==> src/rtl/hazard_stall_unit.sv <==
// Pipeline hazard controller: load-use bubbles, taken-branch flushes and
// variable-latency data-memory freeze with a timeout watchdog.
module hazard_stall_unit #(
   parameter int MEM_TIMEOUT = 255,
   parameter int STALL_CNT_W = 16
) (
   input  logic                   clk,
   input  logic                   rst_n,
   input  logic [4:0]             IF_ID_rs1,
   input  logic [4:0]             IF_ID_rs2,
   input  logic                   IF_ID_uses_rs1,
   input  logic                   IF_ID_uses_rs2,
   input  logic                   ID_EX_mem_read,
   input  logic [4:0]             ID_EX_rd,
   input  logic                   EX_MEM_mem_read,
   input  logic                   EX_MEM_mem_write,
   input  logic                   mem_ready,
   input  logic                   branch_taken,
   output logic                   pc_write,
   output logic                   IF_ID_write,
   output logic                   IF_ID_flush,
   output logic                   ID_EX_flush,
   output logic                   pipe_hold,
   output logic                   mem_timeout,
   output logic [STALL_CNT_W-1:0] stall_count
);

   localparam int WCW = (MEM_TIMEOUT < 1) ? 1 : $clog2(MEM_TIMEOUT + 1);
   localparam bit TIMEOUT_EN = (MEM_TIMEOUT != 0);
   localparam logic [WCW-1:0] TMO_VAL = WCW'(MEM_TIMEOUT);
   localparam logic [STALL_CNT_W-1:0] CNT_MAX = '1;

   typedef enum logic [1:0] {ST_RUN, ST_WAIT, ST_ERROR} state_e;

   state_e                 state_q, state_d;
   logic [WCW-1:0]         wait_cnt_q, wait_cnt_d;
   logic                   mem_timeout_q, mem_timeout_d;
   logic [STALL_CNT_W-1:0] stall_count_q, stall_count_d;

   logic load_use;
   logic mem_busy;

   assign load_use = ID_EX_mem_read & (ID_EX_rd != 5'd0) &
                     ((IF_ID_uses_rs1 & (IF_ID_rs1 == ID_EX_rd)) |
                      (IF_ID_uses_rs2 & (IF_ID_rs2 == ID_EX_rd)));
   assign mem_busy = (EX_MEM_mem_read | EX_MEM_mem_write) & ~mem_ready;

   // Mealy decode: a memory stall outranks a branch, which squashes any load-use.
   always_comb begin
      pc_write    = 1'b1;
      IF_ID_write = 1'b1;
      IF_ID_flush = 1'b0;
      ID_EX_flush = 1'b0;
      pipe_hold   = 1'b0;
      if (!rst_n) begin
         pc_write    = 1'b0;
         IF_ID_write = 1'b0;
         IF_ID_flush = 1'b1;
         ID_EX_flush = 1'b1;
      end else if (state_q == ST_ERROR || mem_busy) begin
         pc_write    = 1'b0;
         IF_ID_write = 1'b0;
         pipe_hold   = 1'b1;
      end else if (branch_taken) begin
         IF_ID_flush = 1'b1;
         ID_EX_flush = 1'b1;
      end else if (load_use) begin
         pc_write    = 1'b0;
         IF_ID_write = 1'b0;
         ID_EX_flush = 1'b1;
      end
   end

   always_comb begin
      state_d       = state_q;
      wait_cnt_d    = wait_cnt_q;
      mem_timeout_d = mem_timeout_q;
      case (state_q)
         ST_RUN: begin
            if (mem_busy) begin
               state_d    = ST_WAIT;
               wait_cnt_d = WCW'(1);
            end
         end
         ST_WAIT: begin
            if (!mem_busy) begin
               state_d    = ST_RUN;
               wait_cnt_d = '0;
            end else if (TIMEOUT_EN && wait_cnt_q == TMO_VAL) begin
               state_d       = ST_ERROR;
               mem_timeout_d = 1'b1;
            end else if (TIMEOUT_EN) begin
               wait_cnt_d = wait_cnt_q + 1'b1;
            end
         end
         ST_ERROR: mem_timeout_d = 1'b1;
         default: begin
            state_d    = ST_RUN;
            wait_cnt_d = '0;
         end
      endcase
   end

   // Cycles spent in the error freeze are not counted as stalls.
   always_comb begin
      stall_count_d = stall_count_q;
      if (!pc_write && state_q != ST_ERROR && stall_count_q != CNT_MAX)
         stall_count_d = stall_count_q + 1'b1;
   end

   always_ff @(posedge clk or negedge rst_n) begin
      if (!rst_n) begin
         state_q       <= ST_RUN;
         wait_cnt_q    <= '0;
         mem_timeout_q <= 1'b0;
         stall_count_q <= '0;
      end else begin
         state_q       <= state_d;
         wait_cnt_q    <= wait_cnt_d;
         mem_timeout_q <= mem_timeout_d;
         stall_count_q <= stall_count_d;
      end
   end

   assign mem_timeout = mem_timeout_q;
   assign stall_count = stall_count_q;

endmodule
==> config.mk <==
export PLATFORM = sky130hd
export DESIGN_NAME = hazard_stall_unit
export DESIGN_NICKNAME = d
export VERILOG_FILES = /design/src/rtl/hazard_stall_unit.sv
export SDC_FILE = /design/constraint.sdc
export NUM_CORES = 1
export LEC_CHECK = 0
export BUFFER_PORTS_ARGS = -buffer_cell sky130_fd_sc_hd__buf_4
export CELL_PAD_IN_SITES_DETAIL_PLACEMENT = 0
export CELL_PAD_IN_SITES_GLOBAL_PLACEMENT = 2
export CORE_ASPECT_RATIO = 0.7
export CORE_MARGIN = 2
export CORE_UTILIZATION = 32
export DETAILED_ROUTE_END_ITERATION = 7
export PLACE_DENSITY_LB_ADDON = 0.1
export SLEW_MARGIN = 20
export SYNTH_ARGS = -nofsm -noshare
export SYNTH_HDL_FRONTEND = slang
export SYNTH_SLANG_ARGS = --single-unit
==> constraint.sdc <==
create_clock -name clk -period 3.36 [get_ports clk]
set_clock_uncertainty 0.15 [all_clocks]
set_input_delay 0.672 -clock clk [delete_from_list [all_inputs] [get_ports clk]]
set_output_delay 0.672 -clock clk [all_outputs]
set_load 0.02 [all_outputs]
Word level (Yosys, flattened, before mapping)
Cells that the tools add are included.
{"block": "word_totals", "out_inout_bits": 22, "elab_cells": 61, "register_bits": 27}
{"block": "classes", "bitwise_logic": 9, "reduce_logical": 10, "mux": 24, "n_eq_ne": 12, "n_addsub": 2}
{"cell": "two-way mux 8 bit", "count": 3}
{"cell": "one-hot mux 8 bit (3 select lines)", "count": 1}
{"cell": "adder 16 x 1 -> 16 bit (second input constant)", "count": 1}
{"cell": "!= test 16 bit (second input constant)", "count": 1}
{"cell": "two-way mux 1 bit", "count": 15}
{"cell": "== test 5 bit", "count": 2}
{"cell": "AND reduction 3 bit", "count": 3}
{"cell": "adder 8 x 1 -> 8 bit (second input constant)", "count": 1}
{"cell": "== test 8 bit (second input constant)", "count": 1}
{"cell": "!= test 2 bit (second input constant)", "count": 4}
{"cell": "two-way mux 2 bit", "count": 3}
{"cell": "!= test 3 bit (second input constant)", "count": 2}
{"cell": "one-hot mux 2 bit (3 select lines)", "count": 1}
{"cell": "bitwise AND 1 bit", "count": 5}
{"cell": "nonzero test 5 bit", "count": 1}
{"cell": "== test 2 x 1 -> 1 bit (second input constant)", "count": 1}
{"cell": "== test 2 bit (second input constant)", "count": 1}
{"cell": "logical AND 1 bit", "count": 2}
{"cell": "zero test 2 bit", "count": 1}
{"cell": "inverter 1 bit", "count": 2}
{"cell": "OR 1 bit", "count": 2}
{"cell": "one-hot mux 1 bit (2 select lines)", "count": 1}
{"cell": "nonzero test 2 bit", "count": 1}
{"cell": "zero test 1 bit", "count": 1}
{"cell": "logical OR 1 bit", "count": 1}

Longest topological paths before layout
Gate-level depths: netlist of run 1.
{"block": "depth", "depth_word": 11, "mapped_depth": 8, "ltp_nobuf": 7}

Worst setup path after synthesis of run 1
Ideal clock, no wire load.
{"block": "synth_timing", "kind": "in2out", "from": "input port ID_EX_rd[1]", "to": "output port pc_write", "path_buffers": 1, "t_required_ns": 2.538, "slack_ns": 0.590, "stages": 5, "arrival_time_ns": 1.948, "cell_sequence": "or4_1 o21ai_2 nand2b_1 o2111a_1 buf_4"}
{"block": "synth_between", "elab_chain_len": 8, "elab_cells_between_ends": 12, "cone_classes": "eq/ne (2); mux (4); bitwise (5); reduce/logical (1)"}
{"item": "start, declared", "line": "14", "rtl": "input logic [4:0] ID_EX_rd,"}
{"item": "== test 5 bit, on equally long branches", "line": "44, 45"}
{"item": "bitwise AND 1 bit, on equally long branches", "line": "44, 45"}
{"item": "OR 1 bit", "line": "44", "rtl": "((IF_ID_uses_rs1 & (IF_ID_rs1 == ID_EX_rd)) |"}
{"item": "bitwise AND 1 bit *", "line": "43", "rtl": "assign load_use = ID_EX_mem_read & (ID_EX_rd != 5'd0) &"}
{"item": "two-way mux 1 bit * (4 in a row)"}
{"item": "end, declared", "line": "19", "rtl": "output logic pc_write,"}
Every way passes the cells marked *; elsewhere a longest branch is shown, timed or not.

Final worst setup path of run 1
{"block": "layout_timing", "from": "input port ID_EX_rd[1]", "to": "output port ID_EX_flush"}
{"block": "layout_between", "elab_chain_len": 8, "elab_cells_between_ends": 12, "cone_classes": "eq/ne (2); mux (4); bitwise (5); reduce/logical (1)"}
{"item": "== test 5 bit, on equally long branches", "line": "44, 45"}
{"item": "bitwise AND 1 bit, on equally long branches", "line": "44, 45"}
{"item": "OR 1 bit", "line": "44"}
{"item": "bitwise AND 1 bit *", "line": "43"}
{"item": "two-way mux 1 bit *", "line": "67", "rtl": "end else if (load_use) begin"}
{"item": "two-way mux 1 bit *", "line": "64", "rtl": "end else if (branch_taken) begin"}
{"item": "two-way mux 1 bit *", "line": "60", "rtl": "end else if (state_q == ST_ERROR || mem_busy) begin"}
{"item": "two-way mux 1 bit *", "line": "55", "rtl": "if (!rst_n) begin"}
{"item": "end, declared", "line": "22", "rtl": "output logic ID_EX_flush,"}
Marked as above.

==> impl_metrics.csv, run 1 <==
group,metric,value,unit
sta,maxSlewHeadroom,0.6201,
cts,h-tree-depth,1,
cts,path_clk_slew,90,ps
synth,yosysTopAreaCell,"dfrtp_1",
detailed_routing,antenna_left,0,
sta,hold_slack,169.4,ps
worst_setup_path,reg2reg_slack,1020,ps
pwr,power_density,645.6,mW/mm^2
worst_setup_path,cp-end-kind,"primary output",
worst_setup_path,cp_top_family,"simple AND/OR/NAND/NOR gates",
global_route,first_global_vias,1244,
cts,post_cts_resized,0,
detailed_routing,vias,1355,
floorplanning,initial_core_util,0.3264,
sta,hold_viol,0,
worst_setup_path,startpoint_type,"primary input",
synth,netlist_area,0.001535,mm^2
cts,insertion_delay,270,ps
synth,synth.top_cells.by_area,"dfrtp_1, xor2_1, xnor2_1",
floorplanning,die_x,86.79,um
synth,synth_warnings,0,
sta,fmax,351.1,MHz
synth,synth_seq_area_share,0.4401,
pwr,p_leak,0.8672,nW
global_route,track_usage,0.1426,
synth,ys_types,34,
floorplanning,die_y,61.95,um
cts,post-cts-setup-buffers,0,
cells_and_area,register_area,675.6,um^2
worst_setup_path,path_max_fanout,3,
synth,synth-seq-cells,27,
floorplanning,pin_count,46,
worst_setup_path,timing.rr.end,"stall_count[1]$_DFFE_PN0P_",
cts,cts_buffer_depth,2,
worst_setup_path,crit_chain,"buf_4 > or4_1 > o21ai_2 > nand2b_1 > nor2b_1 > o21ai_0 > buf_4",
worst_setup_path,crit_arrival,2030,ps
global_route,antenna_found_initial,0,
sta,rsz0062_at_grt,"false",
run_status,status,"completed",
cts,postCtsHoldBufs,0,
synth,synthFlopType,"dfrtp_1",
worst_setup_path,critPathMaxStageDelay,540,ps
cells_and_area,area_growth,28.44,%
sta,period_share,0.8477,
synth,synth_nets,191,
sta,period_minus_slack,2848,ps
sta,fin_ws,511.6,ps
worst_setup_path,rr_worst_depth,7,
worst_setup_path,r2r_start,"stall_count[0]$_DFFE_PN0P_",
worst_setup_path,slowest_stage,"or4_1",
cts,cts_tree,"done",
placement,port_buffers,45,
floorplanning,core,0.004703,mm^2
cells_and_area,utilization,0.4193,
synth,avgSynthCellArea,9.304,um^2
placement,place_ws,515.3,ps
global_route,grt_overflow_total,0,
sta,finalSetupTns,0,ps
job,max_cap_viol_count,0,
cts,cts_made_buffers,3,
min_path,hold_class,"primary input to async pin",
cells_and_area,fin_nets,238,
global_route,grt_pass1_wl,6016,um
worst_setup_path,critPathLaunch,"ID_EX_rd[1]",
detailed_routing,avgViaCountPerCell,5.056,
floorplanning,die_area,0.005376,mm^2
detailed_routing,drt_iter0_drc,43,
synth,syn_inst,165,
synth,synth-async-reset-ratio,1.000,
cells_and_area,fillers,470,
floorplanning,rows,21,
pwr,irDropWorstVdd,0.3855,mV
worst_setup_path,criticalPathCategory,"primary input to primary output",
cts,cts-root-buf,"clkbuf_8",
detailed_routing,routedWlPerCell,13.80,um
synth,synth_top_area_share,0.4401,
detailed_routing,wl,3698,um
cells_and_area,num_antenna_cells,0,
detailed_routing,drc,0,
cts,clock_sinks,27,
sta,setup_viol,0,
placement,gp_congestion,0.8040,
detailed_routing,drtPass1Iterations,4,
sta,tightest_slew,564.7,ps
worst_setup_path,worst-endpoint-required,2540,ps
sta,drv_slew,0,
cells_and_area,drive_gt1_frac,0.2607,
global_route,grt_max_degree,33,
placement,place_hpwl,2751,um
synth,synth_edf_count,0,
cells_and_area,multi_input_area,829.5,um^2
worst_setup_path,critical_path_buf_inv_count,2,
worst_setup_path,crit_top_cell,"buf_4",
==> how the worst max path moves through the flow <==
stage,end,depth (start not counted),slack [ps]
global placement,ID_EX_flush,7,510
floorplan,pc_write,5,590
global route,ID_EX_flush,7,400
detailed placement,ID_EX_flush,7,520
CTS,ID_EX_flush,7,510
finish,ID_EX_flush,7,510
==> cell usage in the layout, fill, tap and decap left out, types with 6 or more instances in the layout <==
cell / Yosys / final
buf_4: 1 / 46
nand2_1: 23 / 23
o21ai_0: 6 / 6
nor4_1: 6 / 6
nor2_1: 10 / 10
o22ai_1: 9 / 9
dfrtp_1: 27 / 27
nand3_1: 13 / 13
nand4_1: 7 / 7
xnor2_1: 11 / 11
xor2_1: 14 / 14
and3_1: 6 / 6
==> where the power goes <==
part | switching [mW] | internal [mW]
Sequential | 0.142 | 0.420
Clock | 0.0992 | 0.0830
Combinational | 0.284 | 0.245
==> cell families after synthesis <==
| family | share of synthesized area |
|---|---|
| AOI/OAI and AO/OA | 0.09617 |
| xor gates and xnor gates | 0.1426 |
| adders and majority gates | 0.01630 |
| buffers and inverters | 0.01956 |
| DFF | 0.4401 |
| muxes | 0.02282 |
| and+or+nand+nor | 0.2624 |
==> worst reg2reg max path: cells and delay by family (launching register included) <==
family          cells  cell delay (ps)
simple gates        3              680
flops               1              440
mux                 1              320
fa+ha+maj           1              260
buf+inv             1              220
compound gates      1              160
==> flip-flops by register name (all words and copies together) (netlist names) <==
name,cells
state_q,2
mem_timeout,1
stall_count,16
wait_cnt_q,8
==> cells in the mapped netlist (2+ instances only) <==
cell type / number
nor2b_1: 2
mux2i_1: 2
nand3_1: 13
nand2b_1: 3
ha_1: 2
nor4_1: 6
nand4_1: 7
nand2_1: 23
and3_1: 6
a21oi_1: 2
o21ai_0: 6
xor2_1: 14
clkbuf_1: 2
or2_2: 2
xnor2_1: 11
dfrtp_1: 27
nor2_1: 10
o22ai_1: 9
nor3_1: 3
==> per-layer routing <==
metal  part of all wire  track usage  vias up
met1               0.51       0.2036      633
met3              0.072      0.03435        4
met2               0.41       0.2236       41
li1                   -            -      677
met5                  0            0        -
met4             0.0073      0.02679        0
==> cell type report <==
| type | instances | area share |
|---|---|---|
| timing repair buffer | 46 | 0.1751 |
| tap | 57 | 0.03617 |
| multi-input combinational | 133 | 0.4207 |
| clock inverter | 1 | 0.002538 |
| clock buffer | 3 | 0.02094 |
| inverter | 1 | 0.001904 |
| sequential | 27 | 0.3426 |
==> per-stage QoR <==
step	power [mW]	cell area, um^2	cells
3_3_place_gp	1.090	1926	264
2_1_floorplan	0.8501	1535	165
4_1_cts	1.291	1972	268
3_5_place_dp	1.099	1926	264
6_report	1.273	1972	268
5_1_grt	1.358	1972	268
Power figures use the tool's default switching activity.
==> run 2, diff against run 1 <==
CORE_UTILIZATION = 27   (was 32)
clock period = 2.4 ns   (was 3.36 ns; I/O delays follow)
==> run 2 against run 1 <==
The run now ends with negative setup slack left; first-iteration DRC count fell by 28%; total power rose by 47%; utilization fell by 0.92 points; via count rose by 4.8%; clock power rose by 53%; cell count rose by 11%; critical path depth fell by 1; count of clock-buffer cells in the layout did not move; hold slack improved by 180 ps; largest power group is now combinational logic; highest routed layer unchanged.
==> impl_metrics.csv, run 2 (synthesis gave the netlist of run 1 again) <==
group,metric,value,unit
run_status,status,"complete, but fails checks",
run_status,violations,"negative setup slack",
worst_setup_path,crit_chain,"buf_8 > or4_4 > o21ai_4 > nand2b_4 > o2111a_1 > buf_6",
sta,rsz0062_at_grt,"true",
cts,cts_tree,"done",
placement,port_buffers,45,
sta,period_minus_slack,2423,ps
detailed_routing,drt_iter0_drc,31,
worst_setup_path,crit_cells,6,
detailed_routing,drc,0,
cts,cts_buffer_depth,2,
min_path,hold_class,"flip-flop to flip-flop",
pwr,power_density,847.9,mW/mm^2
pwr,p_seq_frac,0.411,
worst_setup_path,reg2reg_slack,120,ps
floorplanning,core,0.005368,mm^2
sta,period_share,1.010,
sta,hold_slack,346.7,ps
detailed_routing,avgViaCountPerCell,4.781,
detailed_routing,wl,4148,um
global_route,grt_max_degree,21,
pwr,p_leak,0.9786,nW
cells_and_area,mostFrequentLayoutCell,"buf_4",
detailed_routing,wl_met3,214,um
cells_and_area,final_area,0.002201,mm^2
cells_and_area,num_antenna_cells,0,
detailed_routing,routedWlPerCell,13.97,um
global_route,grt_pass1_wl,6775,um
worst_setup_path,critical_path_buf_inv_count,2,
sta,tightest_slew,468.0,ps
sta,fin_ws,-23.31,ps
global_route,first_global_vias,1376,
pwr,p_sw,770.0,uW
job,max_cap_viol_count,0,
worst_setup_path,path_max_fanout,3,
placement,gp_congestion,0.8222,
worst_setup_path,cp_top_family,"simple AND/OR/NAND/NOR gates",
cts,cts_made_buffers,3,
worst_setup_path,worst-endpoint-required,1770,ps
sta,maxSlewHeadroom,0.6873,
placement,place_hpwl,3046,um
pwr,irDropWorstVdd,0.4372,mV
detailed_routing,drtPass1Iterations,4,
worst_setup_path,critPathLaunch,"ID_EX_rd[4]",
worst_setup_path,rr_worst_depth,8,
global_route,grt_overflow_total,0,
cts,h-tree-depth,1,
pwr,comb_power_share,0.440,
worst_setup_path,endpoint,"IF_ID_write",
floorplanning,initial_core_util,0.2860,
global_route,antenna_found_initial,0,
floorplanning,die_area,0.006315,mm^2
detailed_routing,antenna_left,0,
cts,clock_sinks,27,
detailed_routing,vias,1420,
placement,placed_area,0.002024,mm^2
floorplanning,die_y,67.09,um
worst_setup_path,crit_arrival,1790,ps
detailed_routing,wl_met1,2042,um
worst_setup_path,criticalPathCategory,"primary input to primary output",
cts,cts-root-buf,"clkbuf_8",
sta,setup_viol,2,
cts,path_clk_slew,100,ps
worst_setup_path,startpoint_type,"primary input",
pwr,power_frac_clock,0.149,
sta,hold_viol,0,
worst_setup_path,critPathMaxStageDelay,530,ps
worst_setup_path,timing.rr.end,"stall_count[1]$_DFFE_PN0P_",
worst_setup_path,slowest_stage,"or4_4",
pwr,switching_share,0.4126,
detailed_routing,highest_layer,"met4",
worst_setup_path,cp-end-kind,"primary output",
floorplanning,die_x,94.13,um
cells_and_area,largest_reg_flops,16,
sta,fmax,412.7,MHz
cells_and_area,final_cell_mix,"buf_4, dfrtp_1, nand2_1",
cells_and_area,fin_nets,252,
floorplanning,rows,22,
pwr,internal_power,1.096,mW
cells_and_area,drive_gt1_frac,0.3422,
worst_setup_path,r2r_start,"stall_count[1]$_DFFE_PN0P_",
pwr,power.total,1.866,mW
global_route,track_usage,0.1397,
sta,finalSetupTns,-45.42,ps
detailed_routing,wl_met2,1823,um
cts,insertion_delay,280,ps
sta,drv_slew,0,
floorplanning,pin_count,46,
cells_and_area,area_growth,43.36,%
-- run 2: changes by cell type in the layout (fill, tap and decap cells not counted), sizes merged --
cell / change
buf: +13
clkinv: -1
dlygate4sd3: +1
inv: +1
-- run 2: power by group through the flow --
stage | logic (mW) | registers (mW) | clock network, mW
CTS | 0.818 | 0.768 | 0.295
detailed placement | 0.807 | 0.776 | 0
floorplan | 0.284 | 0.906 | 0
finish | 0.821 | 0.767 | 0.278
global route | 0.887 | 0.796 | 0.313
global placement | 0.804 | 0.765 | 0
-- run 2: worst register-to-register path, delay by kind of cell, from the launching register on --
family,cells,cell delay [ps]
adders and majority gates,1,250
and+or+nand+nor,3,480
muxes,1,300
AOI/OAI and AO/OA,1,200
DFF,1,430
buffers and inverters,2,360
-- run 2: how the worst min path moves through the flow --
| stage | start | to | slack, ps | cells after the start |
|---|---|---|---|---|
| floorplan | rst_n | mem_timeout$_DFFE_PN0P_ | 30 | 0 |
| global placement | rst_n | stall_count[12]$_DFFE_PN0P_ | 190 | 1 |
| detailed placement | rst_n | stall_count[12]$_DFFE_PN0P_ | 190 | 1 |
| CTS | mem_timeout$_DFFE_PN0P_ | mem_timeout$_DFFE_PN0P_ | 360 | 1 |
| global route | mem_timeout$_DFFE_PN0P_ | mem_timeout$_DFFE_PN0P_ | 370 | 1 |
| finish | mem_timeout$_DFFE_PN0P_ | mem_timeout$_DFFE_PN0P_ | 350 | 1 |
-- run 2: metrics by stage --
step | cells | util | worst slack [ps]
floorplan | 165 | - | 14.46
global placement | 288 | 0.3772 | -23.36
detailed placement | 288 | 0.3772 | -43.75
CTS | 296 | 0.3979 | -6.947
global route | 297 | 0.4100 | -40.46
finish | 297 | 0.4100 | -23.31
-- run 2: metal layers --
layer | track usage | vias up
li1 | - | 709
met1 | 0.1862 | 673
met2 | 0.2214 | 31
met3 | 0.03959 | 7
met4 | 0.03986 | 0
met5 | 0 | -
-- run 2: area by class of cell --
cell class	instances	area [um^2]
Fill cell	535	3167
Timing Repair Buffer	60	488.0
Sequential cell	27	675.6
Tap cell	72	90.09
Multi-Input combinational cell	133	893.4
Clock inverter	1	8.758
Clock buffer	3	41.29
Inverter	1	3.754
-- run 2: repair_timing --
action / in CTS / in global routing
hold buffers: 1 / 0
setup buffers: 3 / 1
endpoints found under the hold margin: 7 / 0
gates resized for setup: 7 / 10
endpoints found under the setup margin: 3 / 7
gates cloned: 0 / 0
pin swaps: 3 / 3
==> run 3, diff against run 2 <==
--- a/config.mk
+++ b/config.mk
@@ -10,5 +10,5 @@
 export CELL_PAD_IN_SITES_GLOBAL_PLACEMENT = 2
 export CORE_ASPECT_RATIO = 0.7
-export CORE_MARGIN = 2
+export CORE_MARGIN = 5
 export CORE_UTILIZATION = 27
 export DETAILED_ROUTE_END_ITERATION = 7
==> constraint.sdc (replaced) <==
create_clock -name clk -period 2.4 [get_ports clk]
set_clock_uncertainty 0.15 [all_clocks]
set_input_delay 0.12 -clock clk [delete_from_list [all_inputs] [get_ports clk]]
set_output_delay 0.12 -clock clk [all_outputs]
set_load 0.02 [all_outputs]
==> run 3 against run 2 <==
The flow now finishes without violations; critical path depth is 1 higher; design area is 8.2% lower; cell count is 2.7% lower; register-to-register slack better by 96 ps; via count is 1.8% lower; die area is 16% higher; flip-flop and latch count stayed put; maximum frequency is 11% higher; clock power is 6% lower; largest power group is now registers.
==> impl_metrics.csv, run 3 (synthesis gave the netlist of run 1 again) <==
group,metric,value,unit
run_status,status,"completed",
cells_and_area,largest_reg_flops,16,
sta,tightest_slew,469.4,ps
placement,place_ws,238.5,ps
sta,fmax,457.8,MHz
cells_and_area,drive_gt1_frac,0.2664,
cts,cts_buffer_depth,2,
sta,period_minus_slack,2184,ps
sta,maxSlewHeadroom,0.6864,
pwr,irDropWorstVdd,0.4954,mV
cells_and_area,fin_nets,241,
min_path,holdPathEnd,"stall_count[12]$_DFFE_PN0P_",
detailed_routing,drtPass1Iterations,4,
sta,fin_ws,215.7,ps
detailed_routing,avgViaCountPerCell,4.824,
cells_and_area,mostFrequentLayoutCell,"buf_4",
floorplanning,pin_count,46,
worst_setup_path,worst-endpoint-required,2420,ps
worst_setup_path,r2r_start,"stall_count[0]$_DFFE_PN0P_",
cts,path_clk_slew,100,ps
min_path,hp-start,"branch_taken",
worst_setup_path,startpoint_type,"flip-flop",
cts,clock_sinks,27,
worst_setup_path,rr_worst_depth,7,
detailed_routing,wl,4049,um
pwr,p_leak,0.8812,nW
cells_and_area,area_growth,31.54,%
cts,cts-root-buf,"clkbuf_8",
detailed_routing,antenna_left,0,
cells_and_area,num_antenna_cells,0,
placement,port_buffers,45,
worst_setup_path,critPathLaunch,"stall_count[0]$_DFFE_PN0P_",
sta,setup_viol,0,
global_route,grt_pass1_wl,6748,um
worst_setup_path,path_max_fanout,15,
sta,finalSetupTns,0,ps
worst_setup_path,reg2reg_slack,220,ps
min_path,whs_path_depth,4,
cts,insertion_delay,270,ps
cells_and_area,final_cell_mix,"buf_4, dfrtp_1, nand2_1",
cells_and_area,final_area,0.002019,mm^2
floorplanning,core,0.005612,mm^2
global_route,track_usage,0.1151,
worst_setup_path,criticalPathCategory,"flip-flop to flip-flop",
placement,placed_area,0.001963,mm^2
detailed_routing,drc,0,
floorplanning,initial_core_util,0.2736,
cts,post-cts-setup-buffers,0,
global_route,antenna_found_initial,0,
global_route,grt_max_degree,32,
global_route,first_global_vias,1268,
detailed_routing,drt_iter0_drc,83,
cts,h-tree-depth,1,
placement,gp_congestion,0.7608,
floorplanning,die_x,100.1,um
sta,hold_viol,0,
min_path,hold_class,"primary input to flip-flop",
placement,place_hpwl,3099,um
sta,rsz0062_at_grt,"false",
pwr,power_density,889.0,mW/mm^2
floorplanning,die_y,73.09,um
worst_setup_path,timing.rr.end,"stall_count[1]$_DFFE_PN0P_",
cts,cts_tree,"done",
sta,period_share,0.9101,
floorplanning,rows,23,
sta,drv_slew,0,
cts,cts_made_buffers,3,
job,max_cap_viol_count,0,
worst_setup_path,cp-end-kind,"flip-flop",
worst_setup_path,crit_arrival,2200,ps
global_route,grt_overflow_total,0,
detailed_routing,routedWlPerCell,14.01,um
detailed_routing,vias,1394,
floorplanning,die_area,0.007318,mm^2
[run 3: report_power, final]
| part | internal [mW] | switching, mW |
|---|---|---|
| logic | 0.346 | 0.409 |
| clock network | 0.116 | 0.143 |
| registers | 0.588 | 0.192 |
[run 3: worst max-delay path by stage]
stage / cells after the start / end
2_1_floorplan: 7 / stall_count[1]$_DFFE_PN0P_
3_3_place_gp: 8 / stall_count[13]$_DFFE_PN0P_
3_5_place_dp: 8 / stall_count[15]$_DFFE_PN0P_
4_1_cts: 8 / stall_count[15]$_DFFE_PN0P_
5_1_grt: 7 / stall_count[1]$_DFFE_PN0P_
6_report: 7 / stall_count[1]$_DFFE_PN0P_
[run 3: final cells by class]
cell class | count | area [um^2]
flip-flops and latches | 27 | 675.6
inverters | 1 | 3.754
fillers | 597 | 3592
clock buffers | 3 | 41.29
repair buffers | 49 | 370.4
clock inverters | 1 | 5.005
well taps | 75 | 93.84
multi-input cells | 133 | 829.5
[run 3: worst max-delay path: stages (launching register included)]
cell and delay [ps]:
dfrtp_1 440, ha_1 240, nand4_1 120, nor4_1 340
nor4_1 110, a21oi_2 150, buf_4 220, mux2_4 310
[run 3: repair_timing]
action	4_1_cts	5_1_grt
hold buffers	1	0
endpoints found under the hold margin	27	0
resized for setup	0	0
[run 3: metrics by stage]
| step | utilization | std cells | power (mW) | hold slack [ps] |
|---|---|---|---|---|
| floorplan | - | 165 | 1.190 | -325.6 |
| global placement | 0.3498 | 284 | 1.554 | 50.28 |
| detailed placement | 0.3498 | 284 | 1.554 | 54.60 |
| CTS | 0.3599 | 289 | 1.828 | 139.0 |
| global route | 0.3599 | 289 | 1.930 | 165.3 |
| finish | 0.3599 | 289 | 1.795 | 150.8 |
[run 3: layer usage]
| layer | part of all wire | track usage | wire [um] | vias up |
|---|---|---|---|---|
| li1 | - | - | - | 691 |
| met1 | 0.52 | 0.1760 | 2109 | 658 |
| met2 | 0.40 | 0.1586 | 1624 | 41 |
| met3 | 0.072 | 0.03916 | 290 | 4 |
| met4 | 0.0062 | 0.01495 | 25 | 0 |
| met5 | 0 | 0 | 0 | - |
